File: src/rtl/piso_serial_tx_if.sv
// Word-in / bit-out bus for piso_serial_tx: upstream valid/ready handshake plus the
// serial line, its qualifier and the end-of-frame pulse.
interface piso_serial_tx_if #(
    parameter int WIDTH = 8
);
    logic [WIDTH-1:0] d_par;
    logic             in_valid;
    logic             in_ready;
    logic             q;
    logic             q_valid;
    logic             done;

    modport master (
        output d_par, in_valid,
        input  in_ready, q, q_valid, done
    );

    modport slave (
        input  d_par, in_valid,
        output in_ready, q, q_valid, done
    );
endinterface

File: src/rtl/piso_serial_tx.sv
// Parallel-in serial-out transmitter: one WIDTH-bit word per handshake, one bit per clk.
// Optional even-parity trailer bit when PISO_PARITY_EN is defined.
module piso_serial_tx #(
    parameter int WIDTH     = 8,
    parameter bit LSB_FIRST = 1'b0
) (
    input  logic              clk,
    input  logic              r_n,
    piso_serial_tx_if.slave   bus
);

    localparam int             CW       = $clog2(WIDTH);
    localparam logic [CW-1:0] CNT_LAST = CW'(WIDTH - 1);
    localparam logic [CW-1:0] CNT_ONE  = CW'(1);

`ifdef PISO_PARITY_EN
    typedef enum logic [1:0] {IDLE, SHIFT, PARITY} state_t;
`else
    typedef enum logic [1:0] {IDLE, SHIFT} state_t;
`endif

    state_t           state_q, state_d;
    logic [CW-1:0]    cnt_q, cnt_d;
    logic [WIDTH-1:0] sh_q, sh_d;
    logic             q_q, q_d;
    logic             qv_q, qv_d;
    logic             done_q, done_d;
    logic             accept;
`ifdef PISO_PARITY_EN
    logic             par_q, par_d;
`endif

    // Bit that leaves first from a word, and the word left after it is gone.
    function automatic logic head(input logic [WIDTH-1:0] w);
        return LSB_FIRST ? w[0] : w[WIDTH-1];
    endfunction

    function automatic logic [WIDTH-1:0] adv(input logic [WIDTH-1:0] w);
        return LSB_FIRST ? (w >> 1) : (w << 1);
    endfunction

`ifdef PISO_PARITY_EN
    assign bus.in_ready = (state_q == IDLE) || (state_q == PARITY);
`else
    assign bus.in_ready = (state_q == IDLE) || ((state_q == SHIFT) && (cnt_q == '0));
`endif

    assign accept      = bus.in_valid && bus.in_ready;
    assign bus.q       = q_q;
    assign bus.q_valid = qv_q;
    assign bus.done    = done_q;

    always_comb begin
        state_d = state_q;
        cnt_d   = cnt_q;
        sh_d    = sh_q;
        q_d     = 1'b0;
        qv_d    = 1'b0;
        done_d  = 1'b0;
`ifdef PISO_PARITY_EN
        par_d   = par_q;
`endif
        unique case (state_q)
            IDLE: ;
            SHIFT: begin
                if (cnt_q != '0) begin
                    q_d   = head(sh_q);
                    sh_d  = adv(sh_q);
                    cnt_d = cnt_q - CNT_ONE;
                    qv_d  = 1'b1;
`ifndef PISO_PARITY_EN
                    done_d = (cnt_q == CNT_ONE);
`endif
                end else begin
`ifdef PISO_PARITY_EN
                    state_d = PARITY;
                    q_d     = par_q;
                    qv_d    = 1'b1;
                    done_d  = 1'b1;
`else
                    state_d = IDLE;
`endif
                end
            end
`ifdef PISO_PARITY_EN
            PARITY: state_d = IDLE;
`endif
            default: state_d = IDLE;
        endcase

        // A handshake only ever lands where in_ready is high, i.e. at a frame
        // boundary, so it cleanly overrides whatever the case above chose.
        if (accept) begin
            state_d = SHIFT;
            cnt_d   = CNT_LAST;
            q_d     = head(bus.d_par);
            sh_d    = adv(bus.d_par);
            qv_d    = 1'b1;
            done_d  = 1'b0;
`ifdef PISO_PARITY_EN
            par_d   = ^bus.d_par;
`endif
        end
    end

    always_ff @(posedge clk or negedge r_n) begin
        if (!r_n) begin
            state_q <= IDLE;
            cnt_q   <= '0;
            sh_q    <= '0;
            q_q     <= 1'b0;
            qv_q    <= 1'b0;
            done_q  <= 1'b0;
`ifdef PISO_PARITY_EN
            par_q   <= 1'b0;
`endif
        end else begin
            state_q <= state_d;
            cnt_q   <= cnt_d;
            sh_q    <= sh_d;
            q_q     <= q_d;
            qv_q    <= qv_d;
            done_q  <= done_d;
`ifdef PISO_PARITY_EN
            par_q   <= par_d;
`endif
        end
    end

endmodule

File: src/flat_wrapper.sv
// flat-port wrapper written by rule: the top's interface ports become plain ports
module piso_serial_tx_flat 
#(
    parameter int WIDTH     = 8,
    parameter bit LSB_FIRST = 1'b0
)
  (clk, r_n, bus_d_par, bus_in_valid, bus_in_ready, bus_q, bus_q_valid, bus_done);
  piso_serial_tx_if #(.WIDTH(WIDTH)) bus_i ();
  input  logic clk;
  input  logic r_n;
  input wire logic [$bits(bus_i.d_par)-1:0] bus_d_par;
  input wire logic [$bits(bus_i.in_valid)-1:0] bus_in_valid;
  output wire logic [$bits(bus_i.in_ready)-1:0] bus_in_ready;
  output wire logic [$bits(bus_i.q)-1:0] bus_q;
  output wire logic [$bits(bus_i.q_valid)-1:0] bus_q_valid;
  output wire logic [$bits(bus_i.done)-1:0] bus_done;
  assign bus_i.d_par = bus_d_par;
  assign bus_i.in_valid = bus_in_valid;
  assign bus_in_ready = bus_i.in_ready;
  assign bus_q = bus_i.q;
  assign bus_q_valid = bus_i.q_valid;
  assign bus_done = bus_i.done;
  piso_serial_tx #(.WIDTH(WIDTH), .LSB_FIRST(LSB_FIRST)) u_core (.clk(clk), .r_n(r_n), .bus(bus_i));
endmodule
File: config.mk
export PLATFORM = sky130hd
export DESIGN_NAME = piso_serial_tx_flat
export DESIGN_NICKNAME = d
export VERILOG_FILES = /design/src/rtl/piso_serial_tx_if.sv /design/src/rtl/piso_serial_tx.sv /design/src/flat_wrapper.sv
export SDC_FILE = /design/constraint.sdc
export NUM_CORES = 1
export LEC_CHECK = 0
export BUFFER_PORTS_ARGS = -buffer_cell sky130_fd_sc_hd__buf_2
export CORE_MARGIN = 3
export CORE_UTILIZATION = 43
export CTS_CLUSTER_SIZE = 14
export DETAILED_ROUTE_END_ITERATION = 16
export GPL_TIMING_DRIVEN = 0
export PLACE_DENSITY = 0.73
export SYNTH_ARGS = -nofsm -noshare
export SYNTH_HDL_FRONTEND = slang
export SYNTH_SLANG_ARGS = --single-unit
File: constraint.sdc
create_clock -name clk -period 1.9 [get_ports clk]
set_input_delay 0.19 -clock clk [delete_from_list [all_inputs] [get_ports clk]]
set_output_delay 0.19 -clock clk [all_outputs]
set_load 0.02 [all_outputs]
; ---- After elaboration in Yosys (flattened, before gate mapping)
; Index checks and enable logic that the tools add are counted.
[word_totals]
ff_bits = 16
elab_cells = 39
out_inout_bits = 4
[op_classes]
n_reduce_logical = 10
n_addsub = 1
n_mux = 18
n_eq_ne = 4
[ops]
columns = cell, n
row1 = $mux 8, 3
row2 = $mux 1, 9
row3 = $mux 3, 3
row4 = $mux 2, 2
row5 = $pmux 2 s2, 1
row6 = $reduce_and 2->1, 2
row7 = $reduce_bool 2->1, 2
row8 = $eq 3x1->1 const B, 1
row9 = $logic_not 3->1, 1
row10 = $ne 3x2->1 const B, 1
row11 = $reduce_bool 3->1, 1
row12 = $sub 3x1->3 const B, 1
row13 = $eq 2x1->1 const B, 1
row14 = $logic_and 1x1->1, 2
row15 = $logic_not 2->1, 1
row16 = $ne 2x1->1 const B, 1
row17 = $logic_or 1x1->1, 1

; ---- Longest topological paths before layout
[depth]
word_depth = 6
ltp_mapped = 8

; ---- Worst setup path before layout
; OpenSTA, ideal clock, no wires.
[synth_path]
path_kind = reg-to-reg
start = reg u_core.cnt_q[0]
end = reg u_core.cnt_q[1]
synth_period_minus_slack_ns = 1.395
arrival_ns = 1.266
t_required_ns = 1.771
path_stages_with_launch = 9
slack_ns = 0.505
setup_time_ns = 0.129
cell_sequence = dfrtp_1 > inv_1 > ha_1 > ha_1 > nor2b_4 > buf_6 > inv_2 > o21ai_0 > o21ai_0
[synth_via]
elab_chain_cells = 6
elab_cells_between_ends = 12
[synth_rtl]
columns = element, line_no
row1 = from (decl), piso_serial_tx.sv:23  ; logic [CW-1:0] cnt_q, cnt_d;
row2 = from (signal assigned), piso_serial_tx.sv:119  ; cnt_q <= cnt_d;
row3 = $logic_not 3->1 *, piso_serial_tx.sv:45  ; assign bus.in_ready = (state_q == IDLE) || ((state_q == SHIFT) && (cnt_q == '0));
row4 = $logic_and 1x1->1 *, piso_serial_tx.sv:45
row5 = $logic_or 1x1->1 *, piso_serial_tx.sv:45
row6 = net bus_in_ready, flat_wrapper.sv:13  ; output wire logic [$bits(bus_i.in_ready)-1:0] bus_in_ready;
row7 = $logic_and 1x1->1 *, piso_serial_tx.sv:48  ; assign accept = bus.in_valid && bus.in_ready;
row8 = $reduce_bool 2->1 (no line), n/a
row9 = $reduce_and 2->1 (no line), n/a
; The timed path passes the listed nets; every way through them passes the cells marked *. The select of a mux whose other input is x is not followed.
; A chain may end at the register's enable or synchronous reset.

; ---- Worst setup path after layout
[layout_path]
start = reg u_core.cnt_q[0]
end = out bus_in_ready
[layout_via]
elab_chain_cells = 3
[layout_rtl]
columns = element, line_no
row1 = $logic_not 3->1, piso_serial_tx.sv:45
row2 = $logic_and 1x1->1, piso_serial_tx.sv:45
row3 = $logic_or 1x1->1, piso_serial_tx.sv:45
row4 = to (decl), flat_wrapper.sv:13
; No other way between the ends.

==> metrics <==
area of the mapped netlist=about 650 µm²; clock root buffer master=sky130_fd_sc_hd__clkbuf_4; CTS tree=built; largest clock skew in the final design=about 0.9 ps; area of the core region=0.00137 mm²; last element of the critical path=bus_in_ready; data required time at the worst endpoint=approximately 1700 ps; total global routing track utilization=0.123; H-tree depth=1; final worst path period need=1770 ps; Worst Path Class, Setup=reg -> out; sequential cell area fraction in the yosys report=0.539; Worst EP arrival=1580 ps; clock insertion delay at the later pin of the skew report=270 ps; Cell variety after synth=17; Routed WL=1.05 mm; total via count after detailed routing=443; pin count of the biggest net entering global routing=15; I/O Buffers=14; Pins Over Slew Limit=0; hpwl dp=761 µm; syn_nets=71; Clk pin slew, worst setup/hold paths=80 ps; total overflow reported by the global router=0; max capacitance violation total=0; Worst setup startpoint=u_core.cnt_q[0]$_DFFE_PN0P_; count of nets after finishing=94; worst hold path class=in -> reg; DRC viols=0; Least-Margin Pin Slew=about 310 ps; via count of the first global-routing pass=376; share of layout cells above drive strength 1=0.359; #FFs+latches synth=14; static leakage power=around 0.00042 µW; Initial DRC Count=4; maximum ir drop on the vdd rail=0.819 mV; Clock Sink Count=14; routed vias/inst=4.76; total of endpoints with negative setup slack in the final report=0; Period Utilization, post-route=0.934; Warnings, synthesis=0; Std-Cell Rows=13; clock buffer count from CTS=3; number of antenna violations at the first check in global routing=0; peak clock frequency supported by timing=564 MHz; diodes inserted=0; post-synthesis cell count=57; power per unit of standard cell area=1500 mW/mm²; post-synthesis to final-layout area growth=22.2%; layout filler cell count=123; maximum clock insertion buffer count=2; global-route wire length before repair=roughly 1.7 mm; crit-path max FO=8; PnR Total Power=1190 µW; # resized after CTS=0; Hold Vio Cnt, Final=0; type of element launching the critical path=flip-flop; critical register-to-register path startpoint=u_core.cnt_q[0]$_DFFE_PN0P_; floorplan die height=44.9 µm; Initial Util=0.475; hold path startpoint=bus_d_par[7]; RSZ-0062 raised after global routing=no; Max-Slew Margin vs Limit=0.790; Die Wd=44.9 µm; die area=0.00201 mm²; top-level port count=15; run status=complete, no violations; Final Wtd Congestion=0.713; aggregate negative setup slack=0 ps; number of cells on the worst reg-to-reg path=9; detail-routed net length per standard cell=11.3 µm; Post-Syn Area per Cell=approximately 11 µm²; capturing point of the worst reg2reg path=u_core.sh_q[2]$_DFFE_PN0P_; worst reg2reg setup slack=380 ps; Initial DRT Pass Iterations=2; endpoint type of the worst setup path=output port; hold slack final=~150 ps; ANT nets after route=0
[synth_stat cells]
library cell / n / area (µm²)
sky130_fd_sc_hd__a21oi_1: 1 / 5.00
sky130_fd_sc_hd__and3_1: 1 / 6.26
sky130_fd_sc_hd__buf_6: 3 / 33.8
sky130_fd_sc_hd__dfrtp_1: 14 / 350
sky130_fd_sc_hd__ha_1: 3 / 37.5
sky130_fd_sc_hd__inv_1: 3 / 11.3
sky130_fd_sc_hd__inv_2: 1 / 3.75
sky130_fd_sc_hd__mux2i_1: 7 / 70.1
sky130_fd_sc_hd__nand2_1: 8 / 30.0
sky130_fd_sc_hd__nand2b_1: 2 / 12.5
sky130_fd_sc_hd__nand3_1: 1 / 5.00
sky130_fd_sc_hd__nor2_1: 1 / 3.75
sky130_fd_sc_hd__nor2b_4: 1 / 13.8
sky130_fd_sc_hd__nor3_1: 1 / 5.00
sky130_fd_sc_hd__o21ai_0: 4 / 20.0
sky130_fd_sc_hd__o21ai_1: 3 / 15.0
sky130_fd_sc_hd__o21ai_2: 3 / 26.3
[worst min-delay path by stage]
stage / cells after the start / slack, ps / end
finish: 3 / 150 / u_core.bus.q$_DFF_PN0_
global route: 3 / 170 / u_core.bus.q$_DFF_PN0_
CTS: 3 / 140 / u_core.bus.q$_DFF_PN0_
detailed placement: 1 / 100 / u_core.state_q[0]$_DFFE_PN0P_
global placement: 1 / 100 / u_core.state_q[0]$_DFFE_PN0P_
floorplan: 0 / -110 / u_core.bus.done$_DFF_PN0_
[kinds of logic (layout without fill, tap and decap cells)]
| logic type | Yosys count | after routing | synth area share |
|---|---|---|---|
| fa+ha+maj | 3 | 3 | 0.0578 |
| mux | 7 | 7 | 0.108 |
| simple gates | 15 | 15 | 0.118 |
| flops | 14 | 14 | 0.540 |
| buf+inv | 7 | 28 | 0.0751 |
| compound gates | 11 | 11 | 0.102 |
[registers in the layout (all words and copies together), names as in the netlist]
register            count
u_core.bus.q            1
u_core.bus.done         1
u_core.bus.q_valid      1
u_core.state_q          1
u_core.sh_q             7
u_core.cnt_q            3
[placed cells by master, fill, tap and decap left out]
cell type	n
sky130_fd_sc_hd__a21oi_1	1
sky130_fd_sc_hd__and3_1	1
sky130_fd_sc_hd__buf_2	14
sky130_fd_sc_hd__buf_4	3
sky130_fd_sc_hd__buf_6	3
sky130_fd_sc_hd__clkbuf_4	3
sky130_fd_sc_hd__dfrtp_1	14
sky130_fd_sc_hd__dlygate4sd3_1	1
sky130_fd_sc_hd__ha_1	3
sky130_fd_sc_hd__inv_1	3
sky130_fd_sc_hd__inv_2	1
sky130_fd_sc_hd__mux2i_1	7
sky130_fd_sc_hd__nand2_1	8
sky130_fd_sc_hd__nand2b_1	2
sky130_fd_sc_hd__nand3_1	1
sky130_fd_sc_hd__nor2_1	1
sky130_fd_sc_hd__nor2b_4	1
sky130_fd_sc_hd__nor3_1	1
sky130_fd_sc_hd__o21ai_0	4
sky130_fd_sc_hd__o21ai_1	3
sky130_fd_sc_hd__o21ai_2	3
[layout make-up]
| type | count | area (µm²) | area share |
|---|---|---|---|
| clock buffer | 3 | 22.5 | 0.0284 |
| multi-input combinational | 36 | 250 | 0.315 |
| timing repair buffer | 18 | 103 | 0.129 |
| sequential | 14 | 350 | 0.442 |
| inverter | 4 | 15.0 | 0.0189 |
| buffer | 3 | 33.8 | 0.0426 |
| tap | 15 | 18.8 | 0.0237 |
[per-stage QoR]
stage | cells | util | cell area (µm²) | worst slack, ps
floorplan | 57 | - | 649 | 505
global placement | 86 | 0.540 | 738 | 394
detailed placement | 86 | 0.540 | 738 | 376
CTS | 90 | 0.564 | 771 | 65.3
global route | 93 | 0.581 | 793 | 44.1
finish | 93 | 0.581 | 793 | 125
[worst max-delay path, cell delays in order, from the launching register on]
cell and delay, ps:
sky130_fd_sc_hd__dfrtp_1 400, sky130_fd_sc_hd__inv_1 60, sky130_fd_sc_hd__ha_1 190, sky130_fd_sc_hd__ha_1 210
sky130_fd_sc_hd__nor2b_4 120, sky130_fd_sc_hd__buf_6 120, sky130_fd_sc_hd__inv_2 60, sky130_fd_sc_hd__buf_2 160
[layer usage]
metal	share of wire	up-vias	GRT usage
met5	0	-	0
met4	0.011	0	0.0526
met3	0.067	2	0.0598
met2	0.40	12	0.160
met1	0.52	195	0.172
li1	-	234	-
[what timing repair did]
item                                    4_1_cts  5_1_grt
buffers inserted                              0        3
endpoints found under the setup margin        0        1
hold buffers                                  1        0
hold endpoints to repair                     14        0
[report_power, final]
part / total [µW] / internal (µW) / leakage (µW) / switching (µW)
clock: 159 / 73.3 / 0.0000138 / 85.6
sequential: 472 / 418 / 0.000173 / 54.0
combinational: 557 / 259 / 0.000237 / 298
total: 1190 / 750 / 0.000424 / 438
Power figures use the tool's default switching activity.
